### src/rtl/mux_stream_sel.sv
// CHANNELS:1 lane mux with MANUAL/SCAN selection; MUX_STREAM_PARITY_EN adds out_parity.
// One-edge capture into the output register; out_valid && !out_ready freezes the output and the scan pointer.
module mux_stream_sel #(
  parameter int WIDTH    = 1,
  parameter int CHANNELS = 8,
  localparam int SEL_W   = $clog2(CHANNELS)
) (
  input  logic                      clk,
  input  logic                      rst,
  input  logic [CHANNELS*WIDTH-1:0] in_data,
  input  logic [SEL_W-1:0]          sel_in,
  input  logic                      sel_load,
  input  logic                      scan_en,
  output logic [WIDTH-1:0]          out_data,
  output logic [SEL_W-1:0]          out_sel,
  output logic                      out_valid,
  input  logic                      out_ready,
  output logic                      sel_err
`ifdef MUX_STREAM_PARITY_EN
  , output logic                    out_parity
`endif
);

  typedef enum logic [1:0] {IDLE, MANUAL, SCAN} state_t;

  localparam logic [SEL_W:0]   CH_LIM   = (SEL_W+1)'(CHANNELS);
  localparam logic [SEL_W-1:0] LAST_SEL = SEL_W'(CHANNELS - 1);

  state_t           state_q, state_d;
  logic [SEL_W-1:0] sel_q, sel_d;
  logic [WIDTH-1:0] out_data_q, out_data_d;
  logic [SEL_W-1:0] out_sel_q, out_sel_d;
  logic             out_valid_q, out_valid_d;
  logic             sel_err_q, sel_err_d;

  logic             free;
  logic             in_range;
  logic             load_ok;
  logic             capture;
  logic [SEL_W-1:0] cap_sel;
  logic [WIDTH-1:0] ch [CHANNELS];
  logic [WIDTH-1:0] sample;

  assign free     = !out_valid_q || out_ready;
  assign in_range = {1'b0, sel_in} < CH_LIM;
  assign load_ok  = sel_load && in_range;

  always_comb begin
    for (int k = 0; k < CHANNELS; k++) begin
      ch[k] = in_data[k*WIDTH +: WIDTH];
    end
  end

  always_comb begin
    state_d = state_q;
    sel_d   = sel_q;
    capture = 1'b0;
    cap_sel = sel_q;
    case (state_q)
      IDLE: begin
        if (load_ok) begin
          sel_d   = sel_in;
          cap_sel = sel_in;
          capture = free;
          state_d = MANUAL;
        end else if (scan_en && !sel_load) begin
          sel_d   = '0;
          state_d = SCAN;
        end
      end
      MANUAL: begin
        capture = free;
        if (load_ok) begin
          sel_d   = sel_in;
          cap_sel = sel_in;
        end else if (scan_en && !sel_load) begin
          state_d = SCAN;
        end
      end
      SCAN: begin
        capture = free;
        if (load_ok) begin
          sel_d   = sel_in;
          cap_sel = sel_in;
          state_d = MANUAL;
        end else if (sel_load) begin
          // rejected load: re-sample the current channel without stepping
          sel_d = sel_q;
        end else if (!scan_en) begin
          state_d = MANUAL;
        end else if (free) begin
          sel_d = (sel_q == LAST_SEL) ? '0 : sel_q + 1'b1;
        end
      end
      default: state_d = IDLE;
    endcase
  end

  assign sample = ch[cap_sel];

  always_comb begin
    out_data_d  = capture ? sample  : out_data_q;
    out_sel_d   = capture ? cap_sel : out_sel_q;
    out_valid_d = capture || (out_valid_q && !free);
    sel_err_d   = sel_load && !in_range;
  end

  always_ff @(posedge clk) begin
    if (rst) begin
      state_q     <= IDLE;
      sel_q       <= '0;
      out_data_q  <= '0;
      out_sel_q   <= '0;
      out_valid_q <= 1'b0;
      sel_err_q   <= 1'b0;
    end else begin
      state_q     <= state_d;
      sel_q       <= sel_d;
      out_data_q  <= out_data_d;
      out_sel_q   <= out_sel_d;
      out_valid_q <= out_valid_d;
      sel_err_q   <= sel_err_d;
    end
  end

  assign out_data  = out_data_q;
  assign out_sel   = out_sel_q;
  assign out_valid = out_valid_q;
  assign sel_err   = sel_err_q;

`ifdef MUX_STREAM_PARITY_EN
  logic parity_q;

  always_ff @(posedge clk) begin
    if (rst) begin
      parity_q <= 1'b0;
    end else if (capture) begin
      parity_q <= ^sample;
    end
  end

  assign out_parity = parity_q;
`endif

endmodule
### config.mk
export PLATFORM = sky130hd
export DESIGN_NAME = mux_stream_sel
export DESIGN_NICKNAME = d
export VERILOG_FILES = /design/src/rtl/mux_stream_sel.sv
export SDC_FILE = /design/constraint.sdc
export NUM_CORES = 1
export LEC_CHECK = 0
export CAP_MARGIN = 30
export CORE_MARGIN = 8
export CORE_UTILIZATION = 48
export DETAILED_ROUTE_END_ITERATION = 12
export GPL_TIMING_DRIVEN = 0
export PLACE_DENSITY = 0.78
export SLEW_MARGIN = 20
export SYNTH_ARGS = -nofsm -noshare
export SYNTH_HDL_FRONTEND = slang
export SYNTH_SLANG_ARGS = --single-unit
### constraint.sdc
create_clock -name clk -period 2.25 [get_ports clk]
set_input_delay 0.45 -clock clk [delete_from_list [all_inputs] [get_ports clk]]
set_output_delay 0.45 -clock clk [all_outputs]
set_load 0.05 [all_outputs]
# Word-level counts from Yosys, hierarchy flattened
# Index checks and enable logic that the tools add are counted.
# op_classes
addsub,1
magnitude_cmp,1
eq_ne,8
mux,20
n_bitwise,1
n_reduce_logical,13
# op_table
cell,count
$mux W3,8
$ne A3 B3 Y1 const B,4
$mux W2,5
$pmux W3 S3,1
$pmux W2 S3,1
$ge A4 B4 Y1 const B,1
$not A3 Y4,1
$reduce_and A4 Y1,1
$add A3 B1 Y3 const B,1
$bmux W1 S3,1
$eq A3 B3 Y1 const B,1
$logic_not A1 Y1,3
$mux W1,3
$reduce_bool A3 Y1,1
$reduce_or A3 Y1,1
$eq A2 B1 Y1 const B,1
$eq A2 B2 Y1 const B,1
$logic_and A1 B1 Y1,2
$logic_not A2 Y1,1
$logic_or A1 B1 Y1,2
$ne A2 B2 Y1 const B,1
$pmux W1 S2,1
$reduce_and A2 Y1,1
$reduce_or A2 Y1,1
# totals
regBits,10
inputBits,16
elab_cells,49

# Longest topological paths before layout
# Gate-level depths: netlist of run 1.
# depth
depth_word,7
mapped_depth,8

# Worst setup path before layout of run 1
# No wires, ideal clock.
# synth_path
path_type,reg2reg
start,register state_q[0]
end,register out_data_q (netlist: out_data)
setup_ns,0.096
arrival_time_ns,1.606
slack_ns,0.548
stages_incl_launch_ff,7
period_less_slack_ns,1.702
path_cell_list,dfxtp_1 > inv_1 > ha_1 > a21oi_1 > nor3_2 > or3b_2 > o41ai_2
# synth_between
elab_chain_len,7
word_cells_on_any_way,11
classes_between,eq/ne: 2; mux: 5; bitwise: 1; reduce/logical: 3
# synth_lines
item,line,rtl
from (decl),29,"state_t state_q, state_d;"
from (signal assigned),117,state_q <= state_d;
"$eq A2 B2 Y1, or another cell as far along",59,case (state_q)
$reduce_or A3 Y1 (no source line),n/a,
$mux W3,n/a,
$not A3 Y4 (not written as such),99,assign sample = ch[cap_sel];
$bmux W1 S3,99,
$mux W1 (not written as such) (2 in a row),99,
to (signal assigned),119,out_data_q <= out_data_d;
to (decl),31,"logic [WIDTH-1:0] out_data_q, out_data_d;"
# Parallel ways exist; a longest one is shown, timed or not. The select of a mux whose other input is x is not followed.
# A chain may end at the register's enable or synchronous reset.

# Worst setup path after layout of run 1
# layout_path
start,register state_q[1]
end,register out_data_q (netlist: out_data)
# The elaborated chain is that of the path after synthesis.

==> run_summary.xml, run 1 <==
<?xml version="1.0" encoding="UTF-8"?>
<metrics>
  <group name="route">
    <metric name="drt_iter0_drc" unit="">30</metric>
    <metric name="wl_per_cell" unit="um">14.7</metric>
    <metric name="routed_wl" unit="um">2390</metric>
    <metric name="dr.max_layer_used" unit="">met4</metric>
    <metric name="wl_met1" unit="um">1070</metric>
    <metric name="firstDrtPassIters" unit="">4</metric>
    <metric name="drc" unit="">0</metric>
    <metric name="met3_wirelength" unit="um">196</metric>
    <metric name="via_count" unit="">968</metric>
    <metric name="ant_nets" unit="">0</metric>
    <metric name="avgViaCountPerCell" unit="">5.94</metric>
    <metric name="met2_wirelength" unit="um">1110</metric>
  </group>
  <group name="synth">
    <metric name="postSynth.asyncResetShare" unit="">0</metric>
    <metric name="postSynthRegisterBits" unit="">10</metric>
    <metric name="ys_types" unit="">38</metric>
    <metric name="synth.avg_cell_area" unit="um2">7.58</metric>
    <metric name="post_synth_inst_count" unit="">115</metric>
    <metric name="synth-main-ff-cell" unit="">sky130_fd_sc_hd__dfxtp_1</metric>
    <metric name="post_synth_instance_area" unit="um2">872</metric>
    <metric name="synth_sequential_area_ratio" unit="">0.230</metric>
    <metric name="synth-warning-count" unit="">0</metric>
    <metric name="synth-edff-count" unit="">0</metric>
    <metric name="mappedNetlistNets" unit="">137</metric>
  </group>
  <group name="timing">
    <metric name="max-slew-margin-rel" unit="">0.665</metric>
    <metric name="report.final.slew_viol_count" unit="">0</metric>
    <metric name="fin_crit_sh" unit="">0.876</metric>
    <metric name="totalNegativeSetupSlack" unit="ps">0</metric>
    <metric name="timing.clock.skew" unit="ps">2.03</metric>
    <metric name="min_cycle_time_layout" unit="ps">1970</metric>
    <metric name="rsz0062_at_grt" unit="">no</metric>
    <metric name="worst_hold_slack" unit="ps">500</metric>
    <metric name="setup_viol" unit="">0</metric>
    <metric name="fmaxAchievable" unit="GHz">0.507</metric>
    <metric name="final-hold-violation-count" unit="">0</metric>
    <metric name="worstMarginPinSlew" unit="ps">502</metric>
  </group>
  <group name="clock_tree">
    <metric name="tritoncts_clock_tree" unit="">done</metric>
    <metric name="clkTransAtPathRegs" unit="ps">80</metric>
    <metric name="htree_num_levels" unit="">1</metric>
    <metric name="hold_buffers" unit="">0</metric>
    <metric name="cts_buffers" unit="">3</metric>
    <metric name="cts_num_sinks" unit="">10</metric>
    <metric name="clockRootBuffer" unit="">sky130_fd_sc_hd__clkbuf_4</metric>
    <metric name="cts-resized-gates" unit="">0</metric>
    <metric name="cts_setup_buffers" unit="">0</metric>
    <metric name="clock_path_buffers" unit="">2</metric>
    <metric name="clk-insertion-delay-late" unit="ps">270</metric>
  </group>
  <group name="finish">
    <metric name="fillCellCount" unit="">165</metric>
    <metric name="diodes" unit="">0</metric>
    <metric name="post_layout_net_count" unit="">161</metric>
    <metric name="area_delta_synth_final" unit="%">29.6</metric>
    <metric name="layout.core_utilization" unit="">0.654</metric>
    <metric name="layout-drive-gt1-share" unit="">0.109</metric>
    <metric name="mostFrequentLayoutCells" unit="">sky130_fd_sc_hd__nor2_1, sky130_fd_sc_hd__clkdlybuf4s50_1, sky130_fd_sc_hd__dfxtp_1</metric>
    <metric name="final_cell_count_no_fill" unit="">163</metric>
  </group>
  <group name="run_status">
    <metric name="outcome" unit="">completed</metric>
  </group>
  <group name="floorplan">
    <metric name="start_util" unit="">0.505</metric>
    <metric name="io_pins" unit="">22</metric>
    <metric name="die_h" unit="um">58.6</metric>
    <metric name="placementRows" unit="">15</metric>
    <metric name="die_outline_area" unit="mm2">0.00344</metric>
    <metric name="design.core.area" unit="mm2">0.00173</metric>
    <metric name="chipWidth" unit="um">58.6</metric>
  </group>
  <group name="worst_setup_path">
    <metric name="cp_data_arrival_time" unit="ps">2150</metric>
    <metric name="timing.critical_path.from_type" unit="">flop</metric>
    <metric name="worstPathRequired" unit="ps">2430</metric>
    <metric name="kind_of_end_point_of_the_critical_path" unit="">flop</metric>
    <metric name="setup.worst_path.class" unit="">reg2reg</metric>
    <metric name="cp_max_fo" unit="">7</metric>
  </group>
  <group name="global_routing">
    <metric name="grt.overflow.total" unit="">0</metric>
    <metric name="grt_start_max_net_pins" unit="">11</metric>
    <metric name="first_global_vias" unit="">890</metric>
    <metric name="initial_antenna_violation_count" unit="">0</metric>
    <metric name="track_usage" unit="">0.141</metric>
    <metric name="first_pass_grt_wire_length" unit="um">3860</metric>
  </group>
  <group name="flow_run">
    <metric name="max_cap_check_violation_count" unit="">0</metric>
  </group>
  <group name="place">
    <metric name="placed_cells_incl_taps" unit="">159</metric>
    <metric name="port-buffer-count" unit="">19</metric>
    <metric name="gp_routability_congestion" unit="">0.866</metric>
    <metric name="dpl.hpwl" unit="um">1810</metric>
  </group>
  <group name="min_path">
    <metric name="worst_hold_path_type" unit="">reg2reg</metric>
  </group>
  <group name="pwr">
    <metric name="pwrdens" unit="mW/mm2">641</metric>
    <metric name="leakage" unit="nW">0.448</metric>
    <metric name="worst_ir_drop_vdd" unit="mV">0.397</metric>
  </group>
</metrics>
-- report_power, final --
| part | switching [mW] | internal, mW | leakage, nW | total [mW] |
|---|---|---|---|---|
| Clock | 0.0735 | 0.0984 | 0.0210 | 0.172 |
| Combinational | 0.189 | 0.134 | 0.345 | 0.323 |
| Sequential | 0.0250 | 0.204 | 0.0826 | 0.229 |
-- worst max-delay path, stage by stage, from the launching register on --
cell and delay, ps:
sky130_fd_sc_hd__dfxtp_1 460, sky130_fd_sc_hd__inv_1 100, sky130_fd_sc_hd__ha_1 350, sky130_fd_sc_hd__a21oi_1 300, sky130_fd_sc_hd__nor3_2 140, sky130_fd_sc_hd__or3b_2 470
sky130_fd_sc_hd__o41ai_2 60
-- synth_stat cells, drive strengths merged (2+ instances only) --
library cell,count,area [um2]
nor2,19,71.3
a21oi,10,53.8
dfxtp,10,200
nand2,9,33.8
ha,6,75.1
a22oi,5,37.5
nor2b,5,31.3
nor3,5,35.0
inv,4,15.0
mux2i,4,40.0
a311oi,3,26.3
buf,3,17.5
clkbuf,3,11.3
nand2b,3,18.8
o21ai,3,15.0
a21o,2,15.0
nand4,2,12.5
o2bb2ai,2,17.5
o41ai,2,25.0
-- layout make-up --
type / instances / area [um2] / share of cell area
multi-input combinational: 95 / 628 / 0.556
sequential: 10 / 200 / 0.177
timing repair buffer: 19 / 190 / 0.168
clock buffer: 4 / 36.3 / 0.0321
tap: 25 / 31.3 / 0.0277
buffer: 6 / 28.8 / 0.0255
inverter: 4 / 15.0 / 0.0133
-- registers in the layout, summed over array words and instances (netlist names) --
signal and cells:
sel_q 3, out_sel 3, state_q 2, out_data 1
out_valid 1
-- through the flow --
step / area, um2 / worst slack [ps] / power, mW
after floorplan: 872 / 548 / 0.454
after global placement: 1090 / 175 / 0.548
after detailed placement: 1090 / 129 / 0.554
after CTS: 1130 / 278 / 0.727
after global routing: 1130 / 191 / 0.764
final: 1130 / 278 / 0.724
-- routing by layer --
| layer | GRT usage | up-vias |
|---|---|---|
| met2 | 0.231 | 39 |
| met4 | 0.0614 | 0 |
| met5 | 0 | - |
| li1 | - | 467 |
| met1 | 0.159 | 458 |
| met3 | 0.0543 | 4 |
-- path summary, 6_finish.rpt --
path	startpoint	endpoint	slack [ps]	cells after the start
hold reg to reg	out_sel[0]$_SDFFE_PP0P_	out_sel[0]$_SDFFE_PP0P_	500	2
setup / recovery	state_q[1]$_SDFFE_PP0P_	out_data$_SDFFE_PP0P_	280	6
hold / removal	out_sel[0]$_SDFFE_PP0P_	out_sel[0]$_SDFFE_PP0P_	500	2
setup reg to reg	state_q[1]$_SDFFE_PP0P_	out_data$_SDFFE_PP0P_	280	6
-- logic make-up after synthesis --
kind of cell | share of synthesized area
AOI/OAI and AO/OA | 0.277
and+or+nand+nor | 0.294
other | 0.00430
DFF | 0.230
adders and majority gates | 0.0861
muxes | 0.0588
buffers and inverters | 0.0502
No activity file was read; power rests on OpenSTA's default activity.
==> run 2, diff against run 1 <==
--- a/config.mk
+++ b/config.mk
@@ -10,6 +10,7 @@
 export CORE_UTILIZATION = 48
 export DETAILED_ROUTE_END_ITERATION = 12
 export GPL_TIMING_DRIVEN = 0
+export MAX_ROUTING_LAYER = met4
 export PLACE_DENSITY = 0.78
 export SLEW_MARGIN = 20
 export SYNTH_ARGS = -nofsm -noshare
==> run 2 against run 1 <==
- sequential power barely moved
- final cell count unchanged
- die area did not move
- critical path depth did not move
- flip-flop and latch count unchanged
- register-to-register slack is essentially flat
- non-clock buffer count is the same
- routed wire length barely moved
- clock skew hardly changed
- maximum frequency hardly changed
- global-route usage up 0.37 points
==> run_summary.xml, run 2 (synthesized netlist as in run 1, its figures left out) <==
<?xml version="1.0" encoding="UTF-8"?>
<metrics>
  <group name="finish">
    <metric name="final_cell_count_no_fill" unit="">163</metric>
    <metric name="area_delta_synth_final" unit="%">29.6</metric>
    <metric name="layout-drive-gt1-share" unit="">0.109</metric>
    <metric name="mostFrequentLayoutCells" unit="">sky130_fd_sc_hd__nor2_1, sky130_fd_sc_hd__clkdlybuf4s50_1, sky130_fd_sc_hd__dfxtp_1</metric>
    <metric name="final_cell_area" unit="mm2">0.00113</metric>
    <metric name="diodes" unit="">0</metric>
    <metric name="layout.core_utilization" unit="">0.654</metric>
    <metric name="post_layout_net_count" unit="">161</metric>
  </group>
  <group name="pwr">
    <metric name="pwrdens" unit="mW/mm2">641</metric>
    <metric name="power.sequential.fraction" unit="">0.316</metric>
    <metric name="leakage" unit="nW">0.448</metric>
    <metric name="net_switching_fraction_of_the_power" unit="">0.397</metric>
    <metric name="power_frac_comb" unit="">0.446</metric>
    <metric name="totalPowerFinal" unit="mW">0.724</metric>
    <metric name="switching_power" unit="mW">0.288</metric>
    <metric name="int_power" unit="mW">0.436</metric>
    <metric name="clk_pwr_share" unit="">0.237</metric>
    <metric name="worst_ir_drop_vdd" unit="mV">0.397</metric>
  </group>
  <group name="timing">
    <metric name="report.final.slew_viol_count" unit="">0</metric>
    <metric name="worstMarginPinSlew" unit="ps">502</metric>
    <metric name="setup_viol" unit="">0</metric>
    <metric name="fin_crit_sh" unit="">0.876</metric>
    <metric name="final-hold-violation-count" unit="">0</metric>
    <metric name="setup_ws" unit="ps">279</metric>
    <metric name="timing.clock.skew" unit="ps">2.03</metric>
    <metric name="fmaxAchievable" unit="GHz">0.507</metric>
    <metric name="min_cycle_time_layout" unit="ps">1970</metric>
    <metric name="max-slew-margin-rel" unit="">0.665</metric>
    <metric name="worst_hold_slack" unit="ps">500</metric>
    <metric name="rsz0062_at_grt" unit="">no</metric>
    <metric name="totalNegativeSetupSlack" unit="ps">0</metric>
  </group>
  <group name="global_routing">
    <metric name="track_usage" unit="">0.145</metric>
    <metric name="first_global_vias" unit="">888</metric>
    <metric name="initial_antenna_violation_count" unit="">0</metric>
    <metric name="grt_start_max_net_pins" unit="">11</metric>
    <metric name="grt.overflow.total" unit="">0</metric>
    <metric name="first_pass_grt_wire_length" unit="um">3860</metric>
  </group>
  <group name="clock_tree">
    <metric name="clockRootBuffer" unit="">sky130_fd_sc_hd__clkbuf_4</metric>
    <metric name="hold_buffers" unit="">0</metric>
    <metric name="clock_path_buffers" unit="">2</metric>
    <metric name="clk-insertion-delay-late" unit="ps">270</metric>
    <metric name="cts_num_sinks" unit="">10</metric>
    <metric name="cts-resized-gates" unit="">0</metric>
    <metric name="cts_buffers" unit="">3</metric>
    <metric name="clkTransAtPathRegs" unit="ps">80</metric>
    <metric name="tritoncts_clock_tree" unit="">done</metric>
    <metric name="htree_num_levels" unit="">1</metric>
    <metric name="cts_setup_buffers" unit="">0</metric>
  </group>
  <group name="floorplan">
    <metric name="placementRows" unit="">15</metric>
    <metric name="die_h" unit="um">58.6</metric>
    <metric name="io_pins" unit="">22</metric>
    <metric name="design.core.area" unit="mm2">0.00173</metric>
    <metric name="start_util" unit="">0.505</metric>
    <metric name="chipWidth" unit="um">58.6</metric>
    <metric name="die_outline_area" unit="mm2">0.00344</metric>
  </group>
  <group name="place">
    <metric name="dpl-instance-area" unit="mm2">0.00109</metric>
    <metric name="placed_cells_incl_taps" unit="">159</metric>
    <metric name="dpl.hpwl" unit="um">1810</metric>
    <metric name="gp_routability_congestion" unit="">0.880</metric>
    <metric name="post-place-ws" unit="ps">129</metric>
    <metric name="port-buffer-count" unit="">19</metric>
  </group>
  <group name="worst_setup_path">
    <metric name="kind_of_end_point_of_the_critical_path" unit="">flop</metric>
    <metric name="path_delay_family" unit="">simple AND/OR/NAND/NOR gates</metric>
    <metric name="timing.rr.end" unit="">out_data$_SDFFE_PP0P_</metric>
    <metric name="critical_path.slowest_cell" unit="">sky130_fd_sc_hd__or3b_2</metric>
    <metric name="start_point_of_the_critical_path" unit="">state_q[1]$_SDFFE_PP0P_</metric>
    <metric name="slowest_delay" unit="ps">470</metric>
    <metric name="ff2ff_setup_slack" unit="ps">280</metric>
    <metric name="cp.buffers_inverters" unit="">1</metric>
    <metric name="cp_max_fo" unit="">7</metric>
    <metric name="timing.critical_path.from_type" unit="">flop</metric>
    <metric name="crit_chain" unit="">inv_1 &gt; ha_1 &gt; a21oi_1 &gt; nor3_2 &gt; or3b_2 &gt; o41ai_2</metric>
    <metric name="worstPathRequired" unit="ps">2430</metric>
    <metric name="worstSetupPathDepth" unit="">6</metric>
    <metric name="worstRegToRegCells" unit="">6</metric>
    <metric name="setup.worst_path.class" unit="">reg2reg</metric>
    <metric name="crit-reg2reg-launch" unit="">state_q[1]$_SDFFE_PP0P_</metric>
    <metric name="setup.worst_path.end" unit="">out_data$_SDFFE_PP0P_</metric>
    <metric name="cp_data_arrival_time" unit="ps">2150</metric>
  </group>
  <group name="route">
    <metric name="drt_iter0_drc" unit="">30</metric>
    <metric name="ant_nets" unit="">0</metric>
    <metric name="via_count" unit="">968</metric>
    <metric name="wl_per_cell" unit="um">14.7</metric>
    <metric name="firstDrtPassIters" unit="">4</metric>
    <metric name="avgViaCountPerCell" unit="">5.94</metric>
    <metric name="drc" unit="">0</metric>
    <metric name="routed_wl" unit="um">2400</metric>
  </group>
  <group name="flow_run">
    <metric name="max_cap_check_violation_count" unit="">0</metric>
  </group>
  <group name="min_path">
    <metric name="worst_hold_path_type" unit="">reg2reg</metric>
  </group>
  <group name="run_status">
    <metric name="outcome" unit="">completed</metric>
  </group>
</metrics>
run 2: cell counts in the layout (fill, tap and decap cells not counted):
No cell type changed its count.
run 2: final cells by class:
cell class,count,area (um2)
Multi-Input combinational cell,95,628
Tap cell,25,31.3
Clock buffer,4,36.3
Fill cell,165,597
Sequential cell,10,200
Timing Repair Buffer,19,190
Inverter,4,15.0
Buffer,6,28.8
run 2: power by group through the flow:
| stage | registers [mW] | clock network (mW) | logic, mW |
|---|---|---|---|
| after floorplan | 0.284 | 0 | 0.169 |
| after global placement | 0.231 | 0 | 0.317 |
| after detailed placement | 0.233 | 0 | 0.322 |
| after CTS | 0.229 | 0.175 | 0.323 |
| after global routing | 0.232 | 0.183 | 0.349 |
| final | 0.229 | 0.172 | 0.323 |
run 2: layer usage:
| layer | routed length [um] | track usage |
|---|---|---|
| met1 | 1070 | 0.159 |
| met2 | 1110 | 0.231 |
| met5 | 0 | - |
| met3 | 199 | 0.0543 |
| met4 | 21 | 0.0614 |
run 2: how the worst min path moves through the flow:
stage / startpoint / to / cells after the start / slack (ps)
after floorplan: state_q[0]$_SDFFE_PP0P_ / state_q[0]$_SDFFE_PP0P_ / 2 / 530
after global placement: out_sel[0]$_SDFFE_PP0P_ / out_sel[0]$_SDFFE_PP0P_ / 2 / 490
after detailed placement: out_sel[0]$_SDFFE_PP0P_ / out_sel[0]$_SDFFE_PP0P_ / 2 / 500
after CTS: out_sel[0]$_SDFFE_PP0P_ / out_sel[0]$_SDFFE_PP0P_ / 2 / 510
after global routing: out_sel[0]$_SDFFE_PP0P_ / out_sel[0]$_SDFFE_PP0P_ / 2 / 520
final: out_sel[0]$_SDFFE_PP0P_ / out_sel[0]$_SDFFE_PP0P_ / 2 / 500
run 2: worst register-to-register path, cell delays in order, from the launching register on:
cell and delay (ps):
sky130_fd_sc_hd__dfxtp_1 460, sky130_fd_sc_hd__inv_1 100, sky130_fd_sc_hd__ha_1 350, sky130_fd_sc_hd__a21oi_1 300
sky130_fd_sc_hd__nor3_2 140, sky130_fd_sc_hd__or3b_2 470, sky130_fd_sc_hd__o41ai_2 60
==> run 3, diff against run 2 <==
==> constraint.sdc (replaced) <==
create_clock -name clk -period 2.25 [get_ports clk]
set_input_delay 0.225 -clock clk [delete_from_list [all_inputs] [get_ports clk]]
set_output_delay 0.225 -clock clk [all_outputs]
set_load 0.05 [all_outputs]
==> results of run 3 <==
Same layout as run 2 (identical final DEF). Status: completed.
Main changes from that run: setup slack after placement 129 ps -> 309 ps; hold slack 500 ps -> 325 ps; end point of the worst hold path out_sel[0]$_SDFFE_PP0P_ -> out_sel[1]$_SDFFE_PP0P_
